File: config.mk
export PLATFORM = sky130hd
export DESIGN_NAME = csr_access_ctrl
export DESIGN_NICKNAME = d
export VERILOG_FILES = /design/src/rtl/csr_pkg.sv /design/src/rtl/csr_addr_decode.sv /design/src/rtl/csr_access_ctrl.sv
export SDC_FILE = /design/constraint.sdc
export NUM_CORES = 1
export LEC_CHECK = 0
export ABC_AREA = 0
export ABC_CLOCK_PERIOD_IN_PS = 6500
export BUFFER_PORTS_ARGS = -buffer_cell sky130_fd_sc_hd__buf_2
export CORE_MARGIN = 2
export CORE_UTILIZATION = 45
export DETAILED_ROUTE_END_ITERATION = 12
export GPL_TIMING_DRIVEN = 0
export HOLD_SLACK_MARGIN = 0.02
export PLACE_DENSITY = 0.76
export SETUP_SLACK_MARGIN = 0.02
export SLEW_MARGIN = 20
export SYNTH_ARGS = -nofsm -noshare
export SYNTH_HDL_FRONTEND = slang
export SYNTH_SLANG_ARGS = --single-unit
File: constraint.sdc
create_clock -name clk -period 6.5 [get_ports clk]
set_input_delay 0.325 -clock clk [delete_from_list [all_inputs] [get_ports clk]]
set_output_delay 0.325 -clock clk [all_outputs]
set_load 0.02 [all_outputs]
File: src/rtl/csr_pkg.sv
// Shared types and constants for the CSR access controller: operation encoding,
// FSM states, the read-only machine-info address map and the read-modify-write rule.
package csr_pkg;

    typedef enum logic [1:0] {
        CSR_OP_RSV = 2'b00,
        CSR_OP_RW  = 2'b01,
        CSR_OP_RS  = 2'b10,
        CSR_OP_RC  = 2'b11
    } csr_op_t;

    typedef enum logic [1:0] {
        ST_IDLE  = 2'd0,
        ST_READ  = 2'd1,
        ST_WRITE = 2'd2,
        ST_RESP  = 2'd3
    } csr_state_t;

    localparam logic [11:0] CSR_ADDR_MVENDORID = 12'hF11;
    localparam logic [11:0] CSR_ADDR_MARCHID   = 12'hF12;
    localparam logic [11:0] CSR_ADDR_MIMPID    = 12'hF13;
    localparam logic [11:0] CSR_ADDR_MHARTID   = 12'hF14;

    // Reserved op never reaches a write, so its result is irrelevant; keep old value.
    function automatic logic [31:0] csr_new_val(input csr_op_t op,
                                                input logic [31:0] old_val,
                                                input logic [31:0] src);
        logic [31:0] res;
        case (op)
            CSR_OP_RW: res = src;
            CSR_OP_RS: res = old_val | src;
            CSR_OP_RC: res = old_val & ~src;
            default:   res = old_val;
        endcase
        return res;
    endfunction

endpackage

File: src/rtl/csr_addr_decode.sv
// Combinational address decode: selects the machine-info block or the CSR bank,
// and flags addresses in the architecturally read-only space.
module csr_addr_decode
    import csr_pkg::*;
(
    input  logic [11:0] i_addr,
    output logic        o_sel_info,
    output logic        o_ro_space
);

    assign o_sel_info = (i_addr == CSR_ADDR_MVENDORID) ||
                        (i_addr == CSR_ADDR_MARCHID)   ||
                        (i_addr == CSR_ADDR_MIMPID)    ||
                        (i_addr == CSR_ADDR_MHARTID);

    assign o_ro_space = (i_addr[11:10] == 2'b11);

endmodule

File: src/rtl/csr_access_ctrl.sv
// CSR access controller: latches a core request, reads the selected CSR source,
// optionally performs a one-cycle read-modify-write into the bank, then acks.
module csr_access_ctrl
    import csr_pkg::*;
(
    input  logic        clk,
    input  logic        rst,
    input  logic        csr_req,
    input  logic [11:0] csr_addr,
    input  logic [1:0]  csr_op,
    input  logic        csr_wr_en,
    input  logic [31:0] csr_src,
    output logic        csr_ack,
    output logic [31:0] csr_rdata,
    output logic        csr_illegal,
    output logic        csr_busy,
    output logic [11:0] info_addr,
    input  logic [31:0] info_dout,
    input  logic        info_illegal,
    output logic [11:0] bank_addr,
    input  logic [31:0] bank_rdata,
    input  logic        bank_illegal,
    output logic        bank_we,
    output logic [31:0] bank_wdata
);

    csr_state_t  r_state;
    csr_state_t  w_next;

    logic [11:0] r_addr;
    csr_op_t     r_op;
    logic        r_wr_en;
    logic [31:0] r_src;
    logic [31:0] r_old_val;
    logic        r_illegal;

    logic        w_sel_info;
    logic        w_ro_space;
    logic        w_blk_illegal;
    logic        w_illegal_now;
    logic [31:0] w_blk_dout;
    logic [31:0] w_new_val;
    logic        w_accept;
    logic        w_capture;

    csr_addr_decode u_decode (
        .i_addr     (r_addr),
        .o_sel_info (w_sel_info),
        .o_ro_space (w_ro_space)
    );

    assign info_addr = r_addr;
    assign bank_addr = r_addr;

    assign w_blk_dout    = w_sel_info ? info_dout    : bank_rdata;
    assign w_blk_illegal = w_sel_info ? info_illegal : bank_illegal;
    assign w_illegal_now = w_blk_illegal || (r_op == CSR_OP_RSV) ||
                           (r_wr_en && w_ro_space);
    assign w_new_val     = csr_new_val(r_op, r_old_val, r_src);

    always_ff @(posedge clk or posedge rst) begin
        if (rst) begin
            r_state <= ST_IDLE;
        end else begin
            r_state <= w_next;
        end
    end

    always_comb begin
        w_next    = r_state;
        csr_busy  = 1'b1;
        csr_ack   = 1'b0;
        bank_we   = 1'b0;
        w_accept  = 1'b0;
        w_capture = 1'b0;
        case (r_state)
            ST_IDLE: begin
                csr_busy = 1'b0;
                if (csr_req) begin
                    w_accept = 1'b1;
                    w_next   = ST_READ;
                end
            end
            ST_READ: begin
                w_capture = 1'b1;
                w_next    = (!w_illegal_now && r_wr_en) ? ST_WRITE : ST_RESP;
            end
            ST_WRITE: begin
                bank_we = 1'b1;
                w_next  = ST_RESP;
            end
            ST_RESP: begin
                csr_ack = 1'b1;
                w_next  = ST_IDLE;
            end
            default: w_next = ST_IDLE;
        endcase
    end

    // Response and write data are forced to zero outside their strobes and on illegal access.
    assign csr_rdata   = (csr_ack && !r_illegal) ? r_old_val : 32'h0;
    assign csr_illegal = csr_ack && r_illegal;
    assign bank_wdata  = bank_we ? w_new_val : 32'h0;

    always_ff @(posedge clk or posedge rst) begin
        if (rst) begin
            r_addr    <= '0;
            r_op      <= CSR_OP_RSV;
            r_wr_en   <= 1'b0;
            r_src     <= '0;
            r_old_val <= '0;
            r_illegal <= 1'b0;
        end else begin
            if (w_accept) begin
                r_addr  <= csr_addr;
                r_op    <= csr_op_t'(csr_op);
                r_wr_en <= csr_wr_en;
                r_src   <= csr_src;
            end
            if (w_capture) begin
                r_old_val <= w_blk_dout;
                r_illegal <= w_illegal_now;
            end
        end
    end

endmodule

==> qor.yml <==
pwr-share-comb_pct: 54.9
hpwl_um: 9460
hp-class: "in2reg"
path_clk_slew_ns: 0.09
final_common_cell: "buf_2"
synth_cell_types: 27
final.period_utilization_pct: 37.9
crit_arrival_ns: 2.14
finalMaxSlewViolations: 0
end_kind: "output pin"
p_leak_nw: 3.19
start_util_pct: 46.4
grtUsageMet1_pct: 30.5
netlist_area_mm2: 0.00453
synthCells: 434
cts_sinks: 82
maxCapViolCount: 0
grt_usage_pct: 23.6
overflow: 0
hold_violations: 0
core_mm2: 0.00977
io_pins: 208
seq_area_mm2: 0.00205
gr-usage-met2_pct: 40.2
setup_violations: 0
cts_tree: "built"
swShare_pct: 45.5
nNetsFinal: 775
grt_pass1_vias: 4200
first_iter_violations: 164
hold_buffers: 1
clock_path_buffers: 2
row_count: 36
finalPower_mw: 2.98
internal_power_mw: 1.63
final_cell_mix: "buf_2 (215), dfrtp_1 (82), mux2_2 (48), nor2b_1 (35)"
detail-route-antenna-nets: 0
path_max_fanout: 10
io_buffer_count: 207
layout-drive-gt1-share_pct: 45.2
tightest_slew_ns: 0.565
antenna_found_initial: 0
avgSynthCellArea_um2: 10.4
multiInputGateArea_mm2: 0.00221
grt.busiest_layer: "met2"
ir_drop_mv: 0.192
ys_ff_latch: 82
ctsResizeCount: 0
cp-start-kind: "flip-flop"
grt_pass1_wl_um: 20600
wirelength_um: 12800
status: "completed"
min_period_ns: 2.46
nFillCells: 857
die_height_um: 104
antenna_cells: 0
fp.dieW_um: 104
p_seq_share_pct: 33.0
grt_max_degree: 46
clockRootBuffer: "clkbuf_8"
critical_path_class: "reg2out"
via_per_inst: 5.15
dr.pass1.iters: 5
netSwitchingPower_mw: 1.36
postCtsSetupRepairBufs: 0
skew_ns: 0.0136
relSlewSlack_pct: 62.3
clkPwrFrac_pct: 12.2
setup_tns_ns: 0
area_delta_synth_final_pct: 31.5
vias: 4080
cts_buffers: 9
required_ns: 6.17
fmax_mhz: 406
ys_seq_area_share_pct: 45.3
grtUsageMet3_pct: 3.63
die_area_mm2: 0.0109
wl_per_cell_um: 16.2
synth_nets: 555
gp_congestion: 0.807
rsz0062_at_grt: "no"
power_density_mw_per_mm2: 500
htreeDepth: 3
clk_latency_ns: 0.35
synth.yosys.warnings: 0
remaining_drc_errors: 0
registers in the layout (all words and copies together), names as in the netlist:
register / flops
r_illegal: 1
bank_addr: 12
r_state: 2
r_old_val: 32
r_src: 32
r_op: 2
r_wr_en: 1
logic make-up after synthesis:
group                      Yosys count  share of synthesized area, %
DFF                                 82                          45.3
muxes                               81                          19.2
xor gates and xnor gates             1                         0.193
adders and majority gates            5                          1.38
AOI/OAI and AO/OA                  105                          14.2
buffers and inverters               49                          6.02
and+or+nand+nor                    111                          13.7
per-stage QoR:
stage | cell area, µm² | hold WS, ns | instances | setup WS [ns] | util, %
floorplan | 4530 | 0.476 | 434 | 4.07 | -
global placement | 5740 | 0.507 | 774 | 3.06 | 58.7
detailed placement | 5770 | 0.396 | 775 | 4.43 | 59.0
CTS | 5960 | 0.188 | 792 | 4.04 | 61.0
global route | 5960 | 0.187 | 792 | 3.82 | 61.0
finish | 5960 | 0.199 | 792 | 4.04 | 61.0
cell usage after synthesis:
cell,instances,area (µm²)
o2111a_1,1,11.3
nand3_1,1,5.00
buf_2,8,40.0
a22oi_1,31,233
o22ai_1,1,6.26
nor2b_1,35,219
nor3b_2,2,25.0
and2_1,34,213
xor2_1,1,8.76
nor4bb_1,1,10.0
buf_4,12,90.1
mux2i_1,33,330
clkbuf_1,20,75.1
dfrtp_1,82,2050
a211oi_1,1,7.51
o21ai_0,34,170
and4bb_2,1,12.5
a21oi_1,34,170
o41ai_1,1,8.76
inv_1,6,22.5
buf_8,3,45.0
o21ba_1,1,10.0
nand2_1,3,11.3
ha_1,5,62.6
nor2_1,34,128
o2111ai_4,1,26.3
mux2_2,48,541
cell type report:
class	instances	share of cell area, %
flip-flops and latches	82	34.4
clock buffers	11	2.20
repair buffers	209	18.0
clock inverters	5	0.923
plain buffers	43	4.20
inverters	6	0.420
well taps	133	2.79
multi-input cells	303	37.0
worst max-delay path, cell delays in order (launching register included):
cell and delay, ns:
dfrtp_1 0.41, ha_1 0.20, nor2b_1 0.43, clkbuf_1 0.38
and2_1 0.19, buf_2 0.16
worst paths after layout:
kind / startpoint / endpoint / cells after the start / slack [ns]
hold / removal: csr_addr[9] / bank_addr[9]$_DFFE_PP0P_ / 2 / 0.20
hold reg to reg: r_src[0]$_DFFE_PP0P_ / r_src[0]$_DFFE_PP0P_ / 1 / 0.54
max in group asynchronous: rst / r_old_val[22]$_DFFE_PP0P_ / 4 / 5.34
min in group asynchronous: rst / r_old_val[16]$_DFFE_PP0P_ / 3 / 0.57
setup / recovery: r_state[1]$_DFFE_PP0P_ / csr_rdata[3] / 5 / 4.04
setup reg to reg: r_state[1]$_DFFE_PP0P_ / r_old_val[22]$_DFFE_PP0P_ / 5 / 4.48
power groups by stage:
stage          logic (mW)  clock network, mW  registers [mW]
3_3_place_gp         1.59                  0           0.966
5_1_grt              1.79              0.395            1.01
2_1_floorplan        1.12                  0           0.973
6_report             1.64              0.363           0.984
3_5_place_dp         1.64                  0           0.987
4_1_cts              1.65              0.370           0.978
layer usage:
metal | vias to the layer above | routed length (µm)
met3 | 18 | 684
li1 | 1943 | -
met2 | 156 | 6390
met4 | 0 | 210
met5 | - | 0
met1 | 1963 | 5550
(Power assumes the default switching activity.)
